==> config.mk <==
export PLATFORM = sky130hd
export DESIGN_NAME = pipeline_run_controller
export DESIGN_NICKNAME = d
export VERILOG_FILES = /design/src/rtl/pipe_ctrl_pkg.sv /design/src/rtl/rise_edge_det.sv /design/src/rtl/pipeline_run_controller.sv
export SDC_FILE = /design/constraint.sdc
export NUM_CORES = 1
export LEC_CHECK = 0
export BUFFER_PORTS_ARGS = -buffer_cell sky130_fd_sc_hd__buf_4
export CAP_MARGIN = 0
export CORE_UTILIZATION = 47
export CTS_CLUSTER_SIZE = 20
export DETAILED_ROUTE_END_ITERATION = 12
export GPL_ROUTABILITY_DRIVEN = 0
export GPL_TIMING_DRIVEN = 0
export PLACE_DENSITY = 0.84
export SKIP_LAST_GASP = 1
export SYNTH_ARGS = -nofsm -noshare
export SYNTH_HDL_FRONTEND = slang
export SYNTH_SLANG_ARGS = --single-unit
==> constraint.sdc <==
create_clock -name main_clk -period 1.9 [get_ports main_clk]
set_input_delay 0.38 -clock main_clk [delete_from_list [all_inputs] [get_ports main_clk]]
set_output_delay 0.38 -clock main_clk [all_outputs]
set_load 0.005 [all_outputs]
==> src/rtl/pipe_ctrl_pkg.sv <==
// ----------------------------------------------------------------------------
// pipe_ctrl_pkg
// Shared definitions for the pipeline run/debug controller:
//   - state_e : 3-bit FSM state encoding (IDLE/RUN/DRAIN/HALTED/STEP)
//   - cause_e : halt cause codes reported on halt_cause
//   - DEF_*   : default parameter values for pipeline_run_controller
// ----------------------------------------------------------------------------
package pipe_ctrl_pkg;

    typedef enum logic [2:0] {
        ST_IDLE   = 3'd0,
        ST_RUN    = 3'd1,
        ST_DRAIN  = 3'd2,
        ST_HALTED = 3'd3,
        ST_STEP   = 3'd4
    } state_e;

    typedef enum logic [1:0] {
        CAUSE_NONE = 2'd0,
        CAUSE_HALT = 2'd1,
        CAUSE_BP   = 2'd2,
        CAUSE_STEP = 2'd3
    } cause_e;

    localparam int DEF_PC_W     = 8;
    localparam int DEF_STAGES   = 4;
    localparam int DEF_BR_STAGE = 2;
    localparam int DEF_NUM_BP   = 2;
    localparam int DEF_CNT_W    = 16;

endpackage

==> src/rtl/rise_edge_det.sv <==
// ----------------------------------------------------------------------------
// rise_edge_det
// Rising-edge detector with a registered history bit. pulse_o is high for the
// single cycle in which sig_i is 1 and its previous sample was 0, so a level
// held high yields exactly one pulse.
// Ports:
//   clk_i   : clock, rising edge
//   rst_ni  : asynchronous active-low reset (history cleared to 0)
//   sig_i   : level input to watch
//   pulse_o : one-cycle rising-edge pulse
// ----------------------------------------------------------------------------
module rise_edge_det (
    input  logic clk_i,
    input  logic rst_ni,
    input  logic sig_i,
    output logic pulse_o
);

    logic prev_q;

    // NOTE: sequential state always uses non-blocking assignment so every
    // flop samples the pre-edge values, independent of block ordering.
    always_ff @(posedge clk_i or negedge rst_ni) begin
        if (!rst_ni) begin
            prev_q <= 1'b0;
        end else begin
            prev_q <= sig_i;
        end
    end

    assign pulse_o = sig_i & ~prev_q;

endmodule

==> src/rtl/pipeline_run_controller.sv <==
// ----------------------------------------------------------------------------
// pipeline_run_controller
// Run/debug controller for the pipeline processor. One FSM produces the fetch
// enable, per-stage enables and flush mask, halts on a HALT instruction or a
// PC breakpoint by draining the in-flight instructions (STAGES-1 cycles), and
// supports resume, single-step and a saturating active-cycle counter.
//
// Build option: define PIPE_BREAKPOINT_EN to enable the PC breakpoint
// comparators. When undefined the bp_addr/bp_valid ports remain but are
// ignored and halt_cause never reports a breakpoint.
//
// Ports:
//   main_clk          : clock, rising edge
//   restart_n         : asynchronous active-low reset
//   controller_enable : level, 0 forces IDLE (highest priority)
//   resume / step_req : levels, rising edges act only in HALTED
//   halt_instr        : decode stage holds a HALT opcode
//   flush_req         : branch taken/mispredict at BR_STAGE
//   pc                : current fetch PC
//   bp_addr/bp_valid  : packed breakpoint addresses and their enables
//   fetch_en/stage_en : fetch and per-stage advance enables
//   flush             : per-stage bubble insert (stages 0..BR_STAGE-1)
//   running/halted    : state is RUN / state is HALTED
//   halt_cause        : 0 none, 1 HALT instr, 2 breakpoint, 3 step done
//   cycle_cnt         : saturating count of RUN/STEP/DRAIN cycles
// ----------------------------------------------------------------------------
module pipeline_run_controller
    import pipe_ctrl_pkg::*;
#(
    parameter int PC_W     = DEF_PC_W,
    parameter int STAGES   = DEF_STAGES,
    parameter int BR_STAGE = DEF_BR_STAGE,
    parameter int NUM_BP   = DEF_NUM_BP,
    parameter int CNT_W    = DEF_CNT_W
) (
    input  logic                   main_clk,
    input  logic                   restart_n,
    input  logic                   controller_enable,
    input  logic                   resume,
    input  logic                   step_req,
    input  logic                   halt_instr,
    input  logic                   flush_req,
    input  logic [PC_W-1:0]        pc,
    input  logic [NUM_BP*PC_W-1:0] bp_addr,
    input  logic [NUM_BP-1:0]      bp_valid,
    output logic                   fetch_en,
    output logic [STAGES-1:0]      stage_en,
    output logic [STAGES-1:0]      flush,
    output logic                   running,
    output logic                   halted,
    output logic [1:0]             halt_cause,
    output logic [CNT_W-1:0]       cycle_cnt
);

    localparam int DRAIN_W = (STAGES > 2) ? $clog2(STAGES) : 1;
    localparam logic [DRAIN_W-1:0] DRAIN_LOAD = DRAIN_W'(STAGES - 1);
    localparam logic [STAGES-1:0]  FLUSH_MASK = STAGES'((1 << BR_STAGE) - 1);

    // ------------------------------------------------------------------
    // Edge detection for the debug-host handshakes
    // ------------------------------------------------------------------
    logic resume_pulse;
    logic step_pulse;

    rise_edge_det u_resume_det (
        .clk_i   (main_clk),
        .rst_ni  (restart_n),
        .sig_i   (resume),
        .pulse_o (resume_pulse)
    );

    rise_edge_det u_step_det (
        .clk_i   (main_clk),
        .rst_ni  (restart_n),
        .sig_i   (step_req),
        .pulse_o (step_pulse)
    );

    // ------------------------------------------------------------------
    // Breakpoint comparators
    // ------------------------------------------------------------------
    logic bp_hit;

`ifdef PIPE_BREAKPOINT_EN
    always_comb begin
        bp_hit = 1'b0;
        for (int i = 0; i < NUM_BP; i++) begin
            if (bp_valid[i] && (bp_addr[i*PC_W +: PC_W] == pc)) begin
                bp_hit = 1'b1;
            end
        end
    end
`else
    logic unused_bp;
    assign unused_bp = ^{bp_addr, bp_valid, pc};
    assign bp_hit    = 1'b0;
`endif

    // ------------------------------------------------------------------
    // Next-state logic
    // ------------------------------------------------------------------
    state_e               state_q,  state_d;
    cause_e               cause_q,  cause_d;
    logic [DRAIN_W-1:0]   drain_q,  drain_d;
    logic [STAGES-1:0]    flush_q,  flush_d;
    logic [CNT_W-1:0]     cnt_q,    cnt_d;
    logic                 active;

    assign active = (state_q == ST_RUN) || (state_q == ST_DRAIN) || (state_q == ST_STEP);

    // NOTE: every signal written here gets a default first, so no path
    // leaves it unassigned and no latch is inferred.
    always_comb begin
        state_d = state_q;
        cause_d = cause_q;
        drain_d = drain_q;
        flush_d = '0;
        cnt_d   = cnt_q;

        if (!controller_enable) begin
            // Disable overrides everything; counter holds, drain is abandoned.
            state_d = ST_IDLE;
            cause_d = CAUSE_NONE;
            drain_d = '0;
        end else begin
            if (active && (cnt_q != {CNT_W{1'b1}})) begin
                cnt_d = cnt_q + CNT_W'(1);
            end
            if (active && flush_req) begin
                flush_d = FLUSH_MASK;
            end

            unique case (state_q)
                ST_IDLE: begin
                    state_d = ST_RUN;
                end
                ST_RUN: begin
                    // A HALT seen alongside a flush was fetched down the wrong
                    // path, so it is discarded.
                    if (halt_instr && !flush_req) begin
                        state_d = ST_DRAIN;
                        cause_d = CAUSE_HALT;
                        drain_d = DRAIN_LOAD;
                    end else if (bp_hit) begin
                        state_d = ST_DRAIN;
                        cause_d = CAUSE_BP;
                        drain_d = DRAIN_LOAD;
                    end
                end
                ST_DRAIN: begin
                    // Counter was loaded with STAGES-1 on entry; the cycle in
                    // which it would reach 0 is the last drain cycle.
                    if (drain_q <= DRAIN_W'(1)) begin
                        state_d = ST_HALTED;
                        drain_d = '0;
                    end else begin
                        drain_d = drain_q - DRAIN_W'(1);
                    end
                end
                ST_HALTED: begin
                    if (resume_pulse) begin
                        state_d = ST_RUN;
                        cause_d = CAUSE_NONE;
                    end else if (step_pulse) begin
                        state_d = ST_STEP;
                    end
                end
                ST_STEP: begin
                    state_d = ST_DRAIN;
                    cause_d = CAUSE_STEP;
                    drain_d = DRAIN_LOAD;
                end
                default: begin
                    state_d = ST_IDLE;
                    cause_d = CAUSE_NONE;
                    drain_d = '0;
                end
            endcase
        end
    end

    // ------------------------------------------------------------------
    // State and registered outputs
    // ------------------------------------------------------------------
    logic              fetch_en_q;
    logic [STAGES-1:0] stage_en_q;
    logic              running_q;
    logic              halted_q;

    // NOTE: only control state lives in these flops; all of it takes the
    // asynchronous reset so the controller comes up quiescent in IDLE.
    always_ff @(posedge main_clk or negedge restart_n) begin
        if (!restart_n) begin
            state_q    <= ST_IDLE;
            cause_q    <= CAUSE_NONE;
            drain_q    <= '0;
            flush_q    <= '0;
            cnt_q      <= '0;
            fetch_en_q <= 1'b0;
            stage_en_q <= '0;
            running_q  <= 1'b0;
            halted_q   <= 1'b0;
        end else begin
            state_q    <= state_d;
            cause_q    <= cause_d;
            drain_q    <= drain_d;
            flush_q    <= flush_d;
            cnt_q      <= cnt_d;
            fetch_en_q <= (state_d == ST_RUN) || (state_d == ST_STEP);
            stage_en_q <= ((state_d == ST_RUN) || (state_d == ST_STEP) || (state_d == ST_DRAIN))
                          ? {STAGES{1'b1}} : '0;
            running_q  <= (state_d == ST_RUN);
            halted_q   <= (state_d == ST_HALTED);
        end
    end

    assign fetch_en   = fetch_en_q;
    assign stage_en   = stage_en_q;
    assign flush      = flush_q;
    assign running    = running_q;
    assign halted     = halted_q;
    assign halt_cause = cause_q;
    assign cycle_cnt  = cnt_q;

endmodule
* Word-level counts from Yosys, hierarchy flattened
Cells that the tools add are included.
Storage, ports and cells: logic and storage cells 62, input port bits 33, bits in registers 36, output and inout port bits 29
Cells by class: $add $sub $neg 2, order comparisons 1, bitwise logic cells 4, equality and inequality tests 13, mux-type cells 17, reductions and logical operators 14
Operators with widths (number):
- adder 16 x 1 -> 16 bit, second input constant | 1
- != test 16 bit, second input constant | 1
- one-hot mux 2 bit (4 select lines) | 2
- 2-to-1 mux 3 bit | 5
- one-hot mux 3 bit (5 select lines) | 1
- 2-to-1 mux 2 bit | 7
- == test 3 x 2 -> 1 bit, second input constant | 4
- 2-to-1 mux 4 bit | 2
- == test 3 x 1 -> 1 bit, second input constant | 2
- == test 3 bit, second input constant | 2
- logical OR 1 bit | 4
- != test 2 bit, second input constant | 2
- AND reduction 2 bit | 2
- OR reduction 2 bit | 2
- logical AND 1 bit | 3
- zero test 3 bit | 1
- != test 3 x 2 -> 1 bit, second input constant | 1
- != test 3 bit, second input constant | 1
- AND reduction 3 bit | 1
- AND 1 bit | 2
- <= comparator 2 x 1 -> 1 bit, second input constant | 1
- inverter 1 bit | 2
- subtractor 2 x 1 -> 2 bit, second input constant | 1
- zero test 1 bit | 1

* Depth between registers and ports, before layout
depth after elaboration 10, mapped depth 7, depth with buffers taken out 5

* Modules after synthesis
From an unflattened synthesis, not the netlist that was laid out.
Second synthesis, totals: cell total of the unflattened synthesis 145, area total of the unflattened synthesis 1629.1 um2
By module, submodules not included:
- pipeline_run_controller | area an instance 1551.5 um2, cells an instance 141, seq. area each 700.7 um2, times used 1
- rise_edge_det | area an instance 38.8 um2, cells an instance 2, seq. area each 25.0 um2, times used 2

* Least setup slack after synthesis
Ideal clock, no wire load.
path type flip-flop to flip-flop, from register cnt_q[0] (netlist: cycle_cnt[0]), to register cnt_q[1] (netlist: cycle_cnt[1]), path slack 0.147 ns, stages on the path, launching flop included 6, clock period less this slack 1.753 ns, library setup time 0.125 ns, required time 1.775 ns, path buffers 1, data arrival time 1.628 ns, cell sequence dfrtp_1 ha_1 nand4_1 o41a_1 buf_6 mux2_4
Between the ends: longest elaborated chain between the ends 3, elaborated cells between the ends (all ways) 4, those cells by class add/sub (1); eq/ne (1); reduce/logical (2)
Ends and longest elaborated chain:
- start: declaration | RTL line pipeline_run_controller.sv:106 | logic [CNT_W-1:0] cnt_q, cnt_d;
- start signal: assignment | RTL line pipeline_run_controller.sv:208 | cnt_q <= cnt_d;
- parallel branches: the longest is 3 deep, another holds adder 16 x 1 -> 16 bit
Several ways; the timed one is not identified. A chain may end at the register's enable or synchronous reset.

* Final worst setup path
from register cnt_q[1] (netlist: cycle_cnt[1]), to register cnt_q[1] (netlist: cycle_cnt[1])
Same word-level chain as after synthesis.

==> results.cfg <==
[outcome]
status = completed

[cts]
cts_tree = yes
ctsRootBufferMaster = clkbuf_4
htreeDepth = 2
clk_latency_ns = 0.32
clkTransAtPathRegs_ns = 0.09
clock_sinks = 30
clk_path_buf_depth = 2
numCtsBuffers = 5

[placed_design]
dp_slack_ns = -0.00992
place_hpwl_um = 2140
placed_cells = 215
io_buffer_count = 32
place_area_um2 = 1790

[sta]
fmax_mhz = 558
rsz0062_at_grt = no
setup_viol = 0
skew_ns = 0.00676
finalMaxSlewViolations = 0
holdWs_ns = 0.172
timing.final.crit_share_pct = 94.4
finalCriticalPeriod_ns = 1.79
finalHoldViolations = 0
layout_setup_ws_ns = 0.107

[yosys]
synth.cell_area_um2 = 1490
syn_inst = 138
ys_seq_area_share_pct = 50.5
yosys.area.top_type_share_pct = 50.5
yosysUniqueCellTypes = 43
synth_edf_count = 0
synthTopCellsByArea = dfrtp_1 (50%), xnor2_1 (8.2%), buf_4 (3.5%), nand4_1 (2.5%), nand2_1 (2.0%)
yosysWarnings = 0
avgSynthCellArea_um2 = 10.8
async_reset_ff_share_pct = 100
ys.flop_type = dfrtp_1
yosys.area.top_type = dfrtp_1
ys_seq_elements = 30

[die]
pin_count = 62
core_um2 = 3030
die_area_um2 = 3390
die_y_um = 58.3
placementRows = 20
initial_core_util_pct = 49.1
die_w_um = 58.3

[power_and_ir_drop]
p_int_mw = 1.09
total_power_mw = 1.54
p_leak_nw = 0.861
p_comb_share_pct = 22.4
power_density_nw_per_um2 = 819
p_clk_share_pct = 25.5
worst_ir_drop_vdd_mv = 0.627
p_switching_uw = 444
power_switching_share_pct = 28.9
seq_power_share_pct = 52.1

[global_route]
grt_pass1_vias = 1072
overflow = 0
grt_pass1_wl_um = 4960
grt.total_usage_pct = 19.7
grt_max_degree = 31
antenna_found_initial = 0

[hold_path]
whs_path_depth = 1
worstHoldStart = resume
hold_class = in2reg
worstHoldEndpoint = u_resume_det.prev_q

[critical_path]
worst-setup-path-type = reg2reg
cp-end-kind = register
reg2reg_to = cycle_cnt[1]
reg2reg_slack_ns = 0.11
path_buf_inv = 1
cp_slowest_stage_delay_ns = 0.43
worst-path-max-fanout = 9
path_cells = ha_1, nand4_1, o41a_1, buf_6, mux2_4
r2r_cells = 5
slowest_stage = dfrtp_1
start_kind = register
crit_required_ns = 2.11
crit_family = flip-flops
arrival_ns = 2.00
r2r_start = cycle_cnt[1]

[layout]
layout_commonest_cell = buf_4
fin_area_um2 = 1880
drive_above_1_share_pct = 33.1
nNetsFinal = 214
final_cell_mix = buf_4 (40), dfrtp_1 (29), xnor2_1 (14)
final_cells = 225
synthToLayoutAreaGrowth_pct = 26.1
regArea_um2 = 752
antenna_cells = 0
multi_input_area_um2 = 663
final.fill_count = 254

[detailed_routing]
vias = 1167
ant_nets = 0
post_drt_wl_per_cell_um = 13.1
routed_wl_um = 2950
drtPass1Iterations = 4
drc = 0
via_per_inst = 5.19
first_iter_violations = 46

[run]
cap_violations = 0
state kept, by name (all words and copies together) (netlist names):
name and flops:
u_resume_det.prev_q 1, flush 1, halt_cause 2, halted 1, running 1, state_q 3, cycle_cnt 16, stage_en 1
drain_q 2, fetch_en 1, u_step_det.prev_q 1
worst reg2reg max path, delay by kind of cell (launching register included):
family / cells / cell delay (ns)
buffers and inverters: 1 / 0.15
DFF: 1 / 0.43
AOI/OAI and AO/OA: 1 / 0.42
and+or+nand+nor: 1 / 0.17
adders and majority gates: 1 / 0.22
muxes: 1 / 0.29
how the worst max path moves through the flow:
stage | to | start | cells after the start | slack (ns)
final | cycle_cnt[1] | cycle_cnt[1] | 5 | 0.11
after global routing | cycle_cnt[1] | cycle_cnt[12] | 5 | 0.01
after CTS | cycle_cnt[1] | state_q[2] | 6 | 0.06
after detailed placement | cycle_cnt[1] | cycle_cnt[0] | 5 | -0.01
after global placement | cycle_cnt[1] | cycle_cnt[0] | 5 | 0.05
after floorplan | cycle_cnt[1] | cycle_cnt[0] | 5 | 0.15
cells in the mapped netlist, types with 2 or more instances:
cell type,instances
a21oi_1,4
and3_1,2
and3_2,2
buf_4,7
clkbuf_1,2
dfrtp_1,30
inv_1,3
nand2_1,8
nand2b_1,4
nand3_1,5
nand4_1,6
nand4b_1,2
nand4bb_1,2
nor2_1,8
nor2b_1,4
nor3_1,3
nor3b_1,2
o211ai_1,4
o21a_1,2
o21ai_0,2
xnor2_1,14
power by group through the flow:
stage,combinational [mW],sequential (mW),clock [mW]
2_1_floorplan,0.167,0.806,0
3_3_place_gp,0.321,0.803,0
3_5_place_dp,0.337,0.812,0
4_1_cts,0.342,0.800,0.405
5_1_grt,0.379,0.815,0.437
6_report,0.344,0.800,0.391
cell type report:
class                      instances  share of cell area [%]
tap                               44                    2.94
multi-input combinational         95                    35.4
timing repair buffer              34                    13.7
clock buffer                       7                    2.94
inverter                           3                   0.600
clock inverter                     1                   0.267
sequential                        30                    40.1
buffer                            11                    4.07
metal layers:
metal | share of wire (%) | vias to the layer above | GRT usage (%)
met5 | 0 | - | 0
met4 | 0.64 | 0 | 5.10
met2 | 50 | 48 | 33.0
li1 | - | 561 | -
met3 | 4.5 | 2 | 6.70
met1 | 45 | 556 | 24.4
timing repair:
action,4_1_cts,5_1_grt
resized for setup,0,3
endpoints found under the hold margin,30,0
hold buffers,1,0
setup buffers,1,0
setup endpoints to repair,1,7
kinds of logic (layout without fill, tap and decap cells):
group | after synthesis | count (layout) | share of synthesized area [%]
simple gates | 57 | 57 | 23.2
fa+ha+maj | 1 | 1 | 0.841
other cells | 1 | 2 | 0.252
flops | 30 | 30 | 50.5
compound gates | 18 | 18 | 8.75
xor+xnor | 15 | 15 | 8.83
buf+inv | 14 | 56 | 5.89
mux | 2 | 2 | 1.77
metrics by stage:
step	utilization, %	setup TNS, ns
detailed placement	59.0	-0.00992
floorplan	-	0
finish	61.9	0
global placement	59.0	0
global route	61.9	0
CTS	61.6	0
No activity file was read; power rests on OpenSTA's default activity.
